$ cat config.mk
export PLATFORM = sky130hd
export DESIGN_NAME = falc_mux_bus_ctrl
export DESIGN_NICKNAME = d
export VERILOG_FILES = /design/src/rtl/falc_bus_pkg.sv /design/src/rtl/falc_int_sync.sv /design/src/rtl/falc_mux_bus_ctrl.sv
export SDC_FILE = /design/constraint.sdc
export NUM_CORES = 1
export LEC_CHECK = 0
export CAP_MARGIN = 20
export CORE_UTILIZATION = 47
export CTS_CLUSTER_DIAMETER = 60
export CTS_CLUSTER_SIZE = 24
export DETAILED_ROUTE_END_ITERATION = 16
export PLACE_DENSITY = 0.83
export SETUP_SLACK_MARGIN = 0.5
export SYNTH_ARGS = -nofsm -noshare
export SYNTH_HDL_FRONTEND = slang
export SYNTH_SLANG_ARGS = --single-unit
$ cat constraint.sdc
create_clock -name CLK_I -period 2 [get_ports CLK_I]
set_input_delay 0.4 -clock CLK_I [delete_from_list [all_inputs] [get_ports CLK_I]]
set_output_delay 0.4 -clock CLK_I [all_outputs]
set_load 0.01 [all_outputs]
$ cat src/rtl/falc_bus_pkg.sv
// rtl/falc_bus_pkg.sv - shared types and widths for the FALC56 mux-bus controller
package falc_bus_pkg;

   typedef enum logic [2:0] {
      ST_IDLE,
      ST_ADDR,
      ST_AHOLD,
      ST_STROBE,
      ST_RSP,
      ST_RECOV
   } state_t;

   localparam int CNT_W = 4;
   localparam int CS_W  = 3;

endpackage

$ cat src/rtl/falc_int_sync.sv
// rtl/falc_int_sync.sv - per-line interrupt synchroniser with polarity fix-up and rise detect
module falc_int_sync #(
   parameter int NUM_CS      = 2,
   parameter int INT_ACT_LOW = 1
) (
   input  logic              i_clk,
   input  logic              i_rst,
   input  logic [NUM_CS-1:0] i_int,
   output logic [NUM_CS-1:0] o_int,
   output logic [NUM_CS-1:0] o_int_rise
);

   logic [NUM_CS-1:0] r_meta;
   logic [NUM_CS-1:0] r_sync;
   logic [NUM_CS-1:0] r_sync_d1;
   logic              r_primed;
   logic [NUM_CS-1:0] w_meta_pol;

   assign w_meta_pol = (INT_ACT_LOW != 0) ? ~r_meta : r_meta;

   // r_primed keeps the cleared first stage from looking like an asserted active-low pin right after reset.
   always_ff @(posedge i_clk) begin
      if (i_rst) begin
         r_meta    <= '0;
         r_sync    <= '0;
         r_sync_d1 <= '0;
         r_primed  <= 1'b0;
      end else begin
         r_meta    <= i_int;
         r_primed  <= 1'b1;
         r_sync    <= r_primed ? w_meta_pol : '0;
         r_sync_d1 <= r_sync;
      end
   end

   assign o_int      = r_sync;
   assign o_int_rise = r_sync & ~r_sync_d1;

endmodule

$ cat src/rtl/falc_mux_bus_ctrl.sv
// rtl/falc_mux_bus_ctrl.sv - host request to FALC56 ALE/CSn/RDn/WRn multiplexed bus sequencer
module falc_mux_bus_ctrl
   import falc_bus_pkg::*;
#(
   parameter int DATA_W      = 8,
   parameter int NUM_CS      = 2,
   parameter int T_ALE       = 2,
   parameter int T_AH        = 1,
   parameter int T_STB       = 4,
   parameter int T_REC       = 2,
   parameter int INT_ACT_LOW = 1
) (
   input  logic              CLK_I,
   input  logic              RST_I,
   input  logic              REQ_VALID_I,
   output logic              REQ_READY_O,
   input  logic              REQ_WR_I,
   input  logic [2:0]        REQ_CS_I,
   input  logic [DATA_W-1:0] REQ_ADDR_I,
   input  logic [DATA_W-1:0] REQ_WDATA_I,
   output logic              RSP_VALID_O,
   output logic [DATA_W-1:0] RSP_RDATA_O,
   output logic              RSP_ERR_O,
   output logic [DATA_W-1:0] BADD_O,
   input  logic [DATA_W-1:0] BADD_I,
   output logic              BADD_DIR_O,
   output logic              ALE_O,
   output logic              RDn_O,
   output logic              WRn_O,
   output logic [NUM_CS-1:0] CSn_O,
   input  logic [NUM_CS-1:0] INT_I,
   output logic [NUM_CS-1:0] INT_O,
   output logic [NUM_CS-1:0] INT_RISE_O
);

   localparam logic [CNT_W-1:0] C_ALE = CNT_W'(T_ALE - 1);
   localparam logic [CNT_W-1:0] C_AH  = CNT_W'(T_AH - 1);
   localparam logic [CNT_W-1:0] C_STB = CNT_W'(T_STB - 1);
   localparam logic [CNT_W-1:0] C_REC = CNT_W'(T_REC - 1);

   state_t            r_state;
   logic [CNT_W-1:0]  r_cnt;
   logic              r_wr;
   logic [CS_W-1:0]   r_cs;
   logic [DATA_W-1:0] r_wdata;
   logic              r_ready;
   logic              r_rsp_valid;
   logic [DATA_W-1:0] r_rsp_rdata;
   logic              r_rsp_err;
   logic [DATA_W-1:0] r_badd;
   logic              r_dir;
   logic              r_ale;
   logic              r_rdn;
   logic              r_wrn;
   logic [NUM_CS-1:0] r_csn;

   logic              w_accept;
   logic              w_cs_ok;
   logic [NUM_CS-1:0] w_csn_sel;

   assign w_accept = REQ_VALID_I & r_ready;
   assign w_cs_ok  = int'(r_cs) < NUM_CS;

   // An out-of-range index matches no bit, so the cycle runs with every chip select parked high.
   always_comb begin
      w_csn_sel = '1;
      for (int i = 0; i < NUM_CS; i++) begin
         w_csn_sel[i] = ~(r_cs == CS_W'(i));
      end
   end

   always_ff @(posedge CLK_I) begin
      if (RST_I) begin
         r_state     <= ST_IDLE;
         r_cnt       <= '0;
         r_wr        <= 1'b0;
         r_cs        <= '0;
         r_wdata     <= '0;
         r_ready     <= 1'b0;
         r_rsp_valid <= 1'b0;
         r_rsp_rdata <= '0;
         r_rsp_err   <= 1'b0;
         r_badd      <= '0;
         r_dir       <= 1'b0;
         r_ale       <= 1'b0;
         r_rdn       <= 1'b1;
         r_wrn       <= 1'b1;
         r_csn       <= '1;
      end else begin
         r_rsp_valid <= 1'b0;
         case (r_state)
            ST_IDLE: begin
               r_ready <= 1'b1;
               if (w_accept) begin
                  r_ready <= 1'b0;
                  r_wr    <= REQ_WR_I;
                  r_cs    <= REQ_CS_I;
                  r_wdata <= REQ_WDATA_I;
                  r_badd  <= REQ_ADDR_I;
                  r_dir   <= 1'b1;
                  r_ale   <= 1'b1;
                  r_cnt   <= C_ALE;
                  r_state <= ST_ADDR;
               end
            end
            ST_ADDR: begin
               if (r_cnt == '0) begin
                  r_ale   <= 1'b0;
                  r_cnt   <= C_AH;
                  r_state <= ST_AHOLD;
               end else begin
                  r_cnt <= r_cnt - CNT_W'(1);
               end
            end
            ST_AHOLD: begin
               if (r_cnt == '0) begin
                  r_csn   <= w_csn_sel;
                  r_cnt   <= C_STB;
                  r_state <= ST_STROBE;
                  if (r_wr) begin
                     r_wrn  <= 1'b0;
                     r_badd <= r_wdata;
                  end else begin
                     r_rdn <= 1'b0;
                     r_dir <= 1'b0;
                  end
               end else begin
                  r_cnt <= r_cnt - CNT_W'(1);
               end
            end
            ST_STROBE: begin
               if (r_cnt == '0) begin
                  r_rdn       <= 1'b1;
                  r_wrn       <= 1'b1;
                  r_csn       <= '1;
                  r_dir       <= 1'b0;
                  r_rsp_valid <= 1'b1;
                  r_rsp_err   <= ~w_cs_ok;
                  r_rsp_rdata <= (!r_wr && w_cs_ok) ? BADD_I : '0;
                  r_state     <= ST_RSP;
               end else begin
                  r_cnt <= r_cnt - CNT_W'(1);
               end
            end
            ST_RSP: begin
               r_cnt   <= C_REC;
               r_state <= ST_RECOV;
            end
            ST_RECOV: begin
               if (r_cnt == '0) begin
                  r_ready <= 1'b1;
                  r_state <= ST_IDLE;
               end else begin
                  r_cnt <= r_cnt - CNT_W'(1);
               end
            end
            default: r_state <= ST_IDLE;
         endcase
      end
   end

   assign REQ_READY_O = r_ready;
   assign RSP_VALID_O = r_rsp_valid;
   assign RSP_RDATA_O = r_rsp_rdata;
   assign RSP_ERR_O   = r_rsp_err;
   assign BADD_O      = r_badd;
   assign BADD_DIR_O  = r_dir;
   assign ALE_O       = r_ale;
   assign RDn_O       = r_rdn;
   assign WRn_O       = r_wrn;
   assign CSn_O       = r_csn;

   falc_int_sync #(
      .NUM_CS      (NUM_CS),
      .INT_ACT_LOW (INT_ACT_LOW)
   ) u_int_sync (
      .i_clk      (CLK_I),
      .i_rst      (RST_I),
      .i_int      (INT_I),
      .o_int      (INT_O),
      .o_int_rise (INT_RISE_O)
   );

endmodule
; ---- Word-level counts from Yosys, hierarchy flattened
; Index checks and enable logic that the tools add are counted.
[word_totals]
ff_bits = 51
latch_bits = 0
ramBits = 0
mem_bits_ro = 0
in_bits = 33
wordCells = 103
memories = 0
[op_classes]
addsub = 1
multipliers = 0
div = 0
order_cmp = 1
n_eq_ne = 14
shift = 0
n_mux = 34
bitwise = 9
n_reduce_logical = 25
[op_table]
columns = cell, count
row1 = 2-to-1 mux 8 bit, 4
row2 = one-hot mux 4 bit (5 select lines), 1
row3 = one-hot mux 3 bit (6 select lines), 1
row4 = 2-to-1 mux 4 bit, 4
row5 = inequality test 2 bit (second input constant), 8
row6 = one-hot mux 8 bit (2 select lines), 1
row7 = 2-to-1 mux 3 bit, 5
row8 = AND reduction 4 bit, 3
row9 = 2-to-1 mux 1 bit, 10
row10 = AND reduction 5 bit, 2
row11 = AND reduction 3 bit, 3
row12 = one-hot mux 1 bit (2 select lines), 4
row13 = nonzero test 2 bit, 4
row14 = == test 3 x 1 -> 1 bit (second input constant), 2
row15 = == test 3 x 2 -> 1 bit (second input constant), 2
row16 = == test 3 bit (second input constant), 2
row17 = logical NOT 3 bit, 2
row18 = AND reduction 2 bit, 3
row19 = OR reduction 2 bit, 3
row20 = NOT 1 bit, 5
row21 = nonzero test 5 bit, 1
row22 = logical NOT 4 bit, 1
row23 = 2-to-1 mux 2 bit, 2
row24 = NOT 2 bit, 2
row25 = other kinds (9), 9

; ---- Longest topological paths before layout
[logic_depth]
ltp_word = 4
ltp_mapped = 9
ltp_nobuf = 6

; ---- Hierarchy
; Synthesis repeated with hierarchy kept, for this count alone.
[hier_totals]
hier_cells = 229
hier_area_um2 = 2038.2
[modules_own_cells]
columns = mod, instances, cells_per_inst, area_per_inst_um2
row1 = falc_mux_bus_ctrl, 1, 213, 1831.8
row2 = falc_int_sync, 1, 16, 206.4

; ---- Worst setup path after synthesis
; Ideal clock, no wire load.
[synth_timing]
path_kind = register to register
start = register r_cnt[0]
end = register r_badd[5] (netlist: BADD_O[5])
setup_time_ps = 88
arrival_time_ps = 1667
path_slack_ps = 245
stages_incl_launch_ff = 10
period_less_slack_ps = 1755
path_cell_list = dfxtp_1 -> inv_1 -> ha_1 -> or3b_1 -> buf_2 -> nand2b_1 -> buf_2 -> buf_4 -> a21oi_2 -> a311oi_2
[synth_via]
elab_chain_len = 3
[synth_rtl]
columns = element, line_no
row1 = from (decl), falc_mux_bus_ctrl.sv:42  ; logic [CNT_W-1:0] r_cnt;
row2 = from (signal assigned), falc_mux_bus_ctrl.sv:112  ; r_cnt <= r_cnt - CNT_W'(1);
row3 = from (signal assigned), falc_mux_bus_ctrl.sv:128  ; r_cnt <= r_cnt - CNT_W'(1);
row4 = from (signal assigned), falc_mux_bus_ctrl.sv:142  ; r_cnt <= r_cnt - CNT_W'(1);
row5 = logical NOT 4 bit, falc_mux_bus_ctrl.sv:116  ; if (r_cnt == '0) begin
row6 = inequality test 2 bit (no source line), -
row7 = AND reduction 4 bit (no source line), -
row8 = to (signal assigned), falc_mux_bus_ctrl.sv:122  ; r_badd <= r_wdata;
row9 = to (decl), falc_mux_bus_ctrl.sv:50  ; logic [DATA_W-1:0] r_badd;
; Every way passes these cells.
; A chain may end at the register's enable or synchronous reset.

; ---- Final worst setup path
[layout_timing]
start = register r_cnt[0]
end = register r_cnt[2]
[layout_via]
elab_chain_len = 3
word_cells_on_any_way = 8
classes_between = 1 x add/sub / 1 x eq/ne / 4 x mux / 2 x reduce/logical
[layout_rtl]
columns = element, line_no
row1 = subtractor 4 x 1 -> 4 bit or logical NOT 4 bit (tied branches), -
row2 = 2-to-1 mux 4 bit (tied with other cells), "falc_mux_bus_ctrl.sv:132, falc_mux_bus_ctrl.sv:150"
row3 = one-hot mux 4 bit (5 select lines) or AND reduction 3 bit (tied branches), -
; Parallel ways exist; a longest one is shown, timed or not. The select of a mux whose other input is x is not followed.

==> results.md <==
- Status: finished, final reports clean
- Slew Viols, Final: 0
- I/O pin total: 62
- Vias in the first global route: 1896
- Critical Path AT: 1.91 ns
- Register area share after synthesis: 47.6%
- Crit path capture type: register
- Antenna viol nets, final: 0
- Die H: 69.6 um
- Routed len/inst: 18.3 um
- Final worst slack: 0.289 ns
- First-pass GRT wire length: 9450 um
- Yosys top cell by area: dfxtp_1
- Worst R2R End: r_cnt[2]$_SDFFE_PP0P_
- Worst R2R Path Depth: 6
- Via count: 2102
- Filler cells: 280
- Fin crit period: 1.71 ns
- Max H-tree Level: 2
- Commonest non-fill, non-tap cell in the layout: dfxtp_1
- Total grt overflow: 0
- Critical path's top delay family: compound AO/OA/AOI/OAI gates
- Synthesized instance count: 215
- Min-Delay Path Class: register to register
- Antenna diodes: 0
- Routability cong.: 0.879
- Fin nets: 343
- Hold Startpoint: u_int_sync.r_meta[0]$_SDFF_PP0_
- HPWL after DPL: 3420 um
- Initial antenna violation count: 0
- Die ar.: 4840 um2
- Leakage: 1.45 nW
- Async SR Flop Fraction: 0%
- Core area: 4380 um2
- Net Count, Synth: 250
- Port buffer count: 61
- Total global-route track usage: 24.5%
- Pre-CTS WS: 0.0141 ns
- Flops & latches, synth: 51
- Unrepaired setup endpoints after global routing: true
- Crit-path slowest cell: or3b_4
- Drt pass-1 iters: 6
- Initial drt markers: 212
- Hold Path End: u_int_sync.o_int[0]$_SDFF_PP0_
- Via-per-instance ratio: 5.82
- CTS max path bufs: 2
- Syn avg cell area: 9.98 um2
- WP data required: 2.20 ns
- Final core occ: 78.2%
- Post-synth EDFFs: 0
- Initial Utilization: 48.9%
- Area grow syn2layout: 59.8%
- Tcrit/Tclk final: 85.5%
- Worst vdd ir: 0.660 mV
- Largest net degree at the start of global routing: 39
- Crit path buf inv count: 1
- DRC viols: 0
- Fmax: 585 MHz
- Worst Setup Start Kind: register
- Row cnt: 24
- Top post-synthesis cells by area: dfxtp_1, mux2i_1, nor2_1
- Clock Tree Root: clkbuf_8
- Hold depth: 1
- Most frequent cells in the layout: dfxtp_1, clkdlybuf4s50_1, dlygate4sd2_1
- Clock slew at reported path FFs: 0.09 ns
- Post-Syn Area: 2150 um2
- Routed wire length: 6610 um
- Flop-to-flop setup slack: 0.29 ns
- Final Hold Vio Count: 0
- # setup viols final: 0
- Max incr delay on CP: 0.47 ns
- TritonCTS clock tree: built
- Crit-path cells: inv_4, ha_4, or3b_4, a21oi_4, o31ai_1, a32o_1
- Power Density: 1310 nW/um2
- Syn. warnings: 0
- Share of the synthesized area in the top cell type: 47.6%
- Ratio of cells with drive above 1 in the final layout: 30.4%
- Final TNS setup: 0 ns
- TritonCTS buffer count: 5
- Slew @ Worst Pin: 0.466 ns
- Slew margin rel.: 68.7%
- Total of max-cap violations: 0
- Crit Path Max Fanout: 5
- Clock latency on the worst-skew pair: 0.30 ns
- Clk sink count: 51
- Reg2Reg Launch Point: r_cnt[0]$_SDFFE_PP0P_
- Main flop type after synthesis: dfxtp_1
- Post-synth cell types: 41
- Crit Path Class: register to register
- Die width: 69.6 um
- Worst Skew: 0.00929 ns
[layout make-up]
cell class | count | area, um2 | area share [%]
Multi-Input combinational cell | 146 | 1240 | 36.3
Sequential cell | 51 | 1030 | 30.1
Timing Repair Buffer | 99 | 966 | 28.2
Clock buffer | 8 | 100 | 2.92
Tap cell | 52 | 65.1 | 1.90
Inverter | 5 | 21.3 | 0.620
[kinds of logic (layout without fill, tap and decap cells)]
logic type / count (synthesis) / count (layout) / synth area share, %
adders and majority gates: 2 / 2 / 1.17
buffers and inverters: 20 / 112 / 4.96
xor gates and xnor gates: 1 / 1 / 0.408
AOI/OAI and AO/OA: 48 / 48 / 18.1
muxes: 23 / 23 / 10.7
DFF: 51 / 51 / 47.6
and+or+nand+nor: 70 / 72 / 17.1
[state kept, by name (all words and copies together) (netlist names), 2 cells and up]
name                  cells
BADD_O                    8
RSP_RDATA_O               8
r_wdata                   8
r_cnt                     4
r_cs                      3
r_state                   3
CSn_O                     2
u_int_sync.o_int          2
u_int_sync.r_meta         2
u_int_sync.r_sync_d1      2
[synthesized netlist by cell type (3+ instances only)]
cell,number
dfxtp_1,51
buf_2,4
o21ai_0,3
nand2b_1,4
nand3_1,4
clkbuf_1,5
a311oi_1,7
a21oi_1,13
nor2b_1,8
nor3_1,8
mux2i_1,23
inv_1,4
nor2_1,24
nand2_1,12
o31ai_1,6
buf_4,3
a22o_1,6
[how the worst max path moves through the flow]
stage	from	end	slack, ns	depth (start not counted)
global placement	REQ_VALID_I	r_cnt[3]$_SDFFE_PP0P_	0.05	5
detailed placement	REQ_VALID_I	BADD_O[4]$_SDFFE_PP0P_	0.01	6
global route	r_cnt[0]$_SDFFE_PP0P_	CSn_O[0]$_SDFFE_PP1P_	0.22	6
finish	r_cnt[0]$_SDFFE_PP0P_	r_cnt[2]$_SDFFE_PP0P_	0.29	6
CTS	r_cnt[0]$_SDFFE_PP0P_	r_cnt[2]$_SDFFE_PP0P_	0.36	7
floorplan	r_cnt[1]$_SDFFE_PP0P_	BADD_O[5]$_SDFFE_PP0P_	0.41	9
[power breakdown]
part           switching [mW]  internal, mW  leakage, nW  total, mW
clock                   0.330         0.316       0.0515      0.646
combinational            1.22          1.23        0.978       2.45
sequential              0.169          1.22        0.418       1.39
total                    1.72          2.76         1.45       4.49
[stage by stage]
stage	total power, mW	instances	instance area (um2)	hold WS (ns)
after floorplan	2.53	215	2220	0.368
after global placement	3.00	323	2900	0.371
after detailed placement	3.05	323	2900	0.377
after CTS	4.04	352	3250	0.389
after global routing	4.68	361	3430	0.406
final	4.49	361	3430	0.386
[repair_timing]
item,CTS,global route
pin swaps,15,21
cloned,3,0
resized for setup,58,24
setup endpoints to repair,67,27
hold buffers,0,0
buffers inserted,18,9
[metal layers]
layer / vias to the layer above / track usage (%) / part of all wire, %
met2: 109 / 37.4 / 49
met4: 0 / 11.1 / 3.1
met5: - / 0 / 0
met1: 1007 / 33.4 / 41
met3: 21 / 5.09 / 6.5
li1: 965 / - / -
Note: power is estimated with default switching activity, not from simulation.
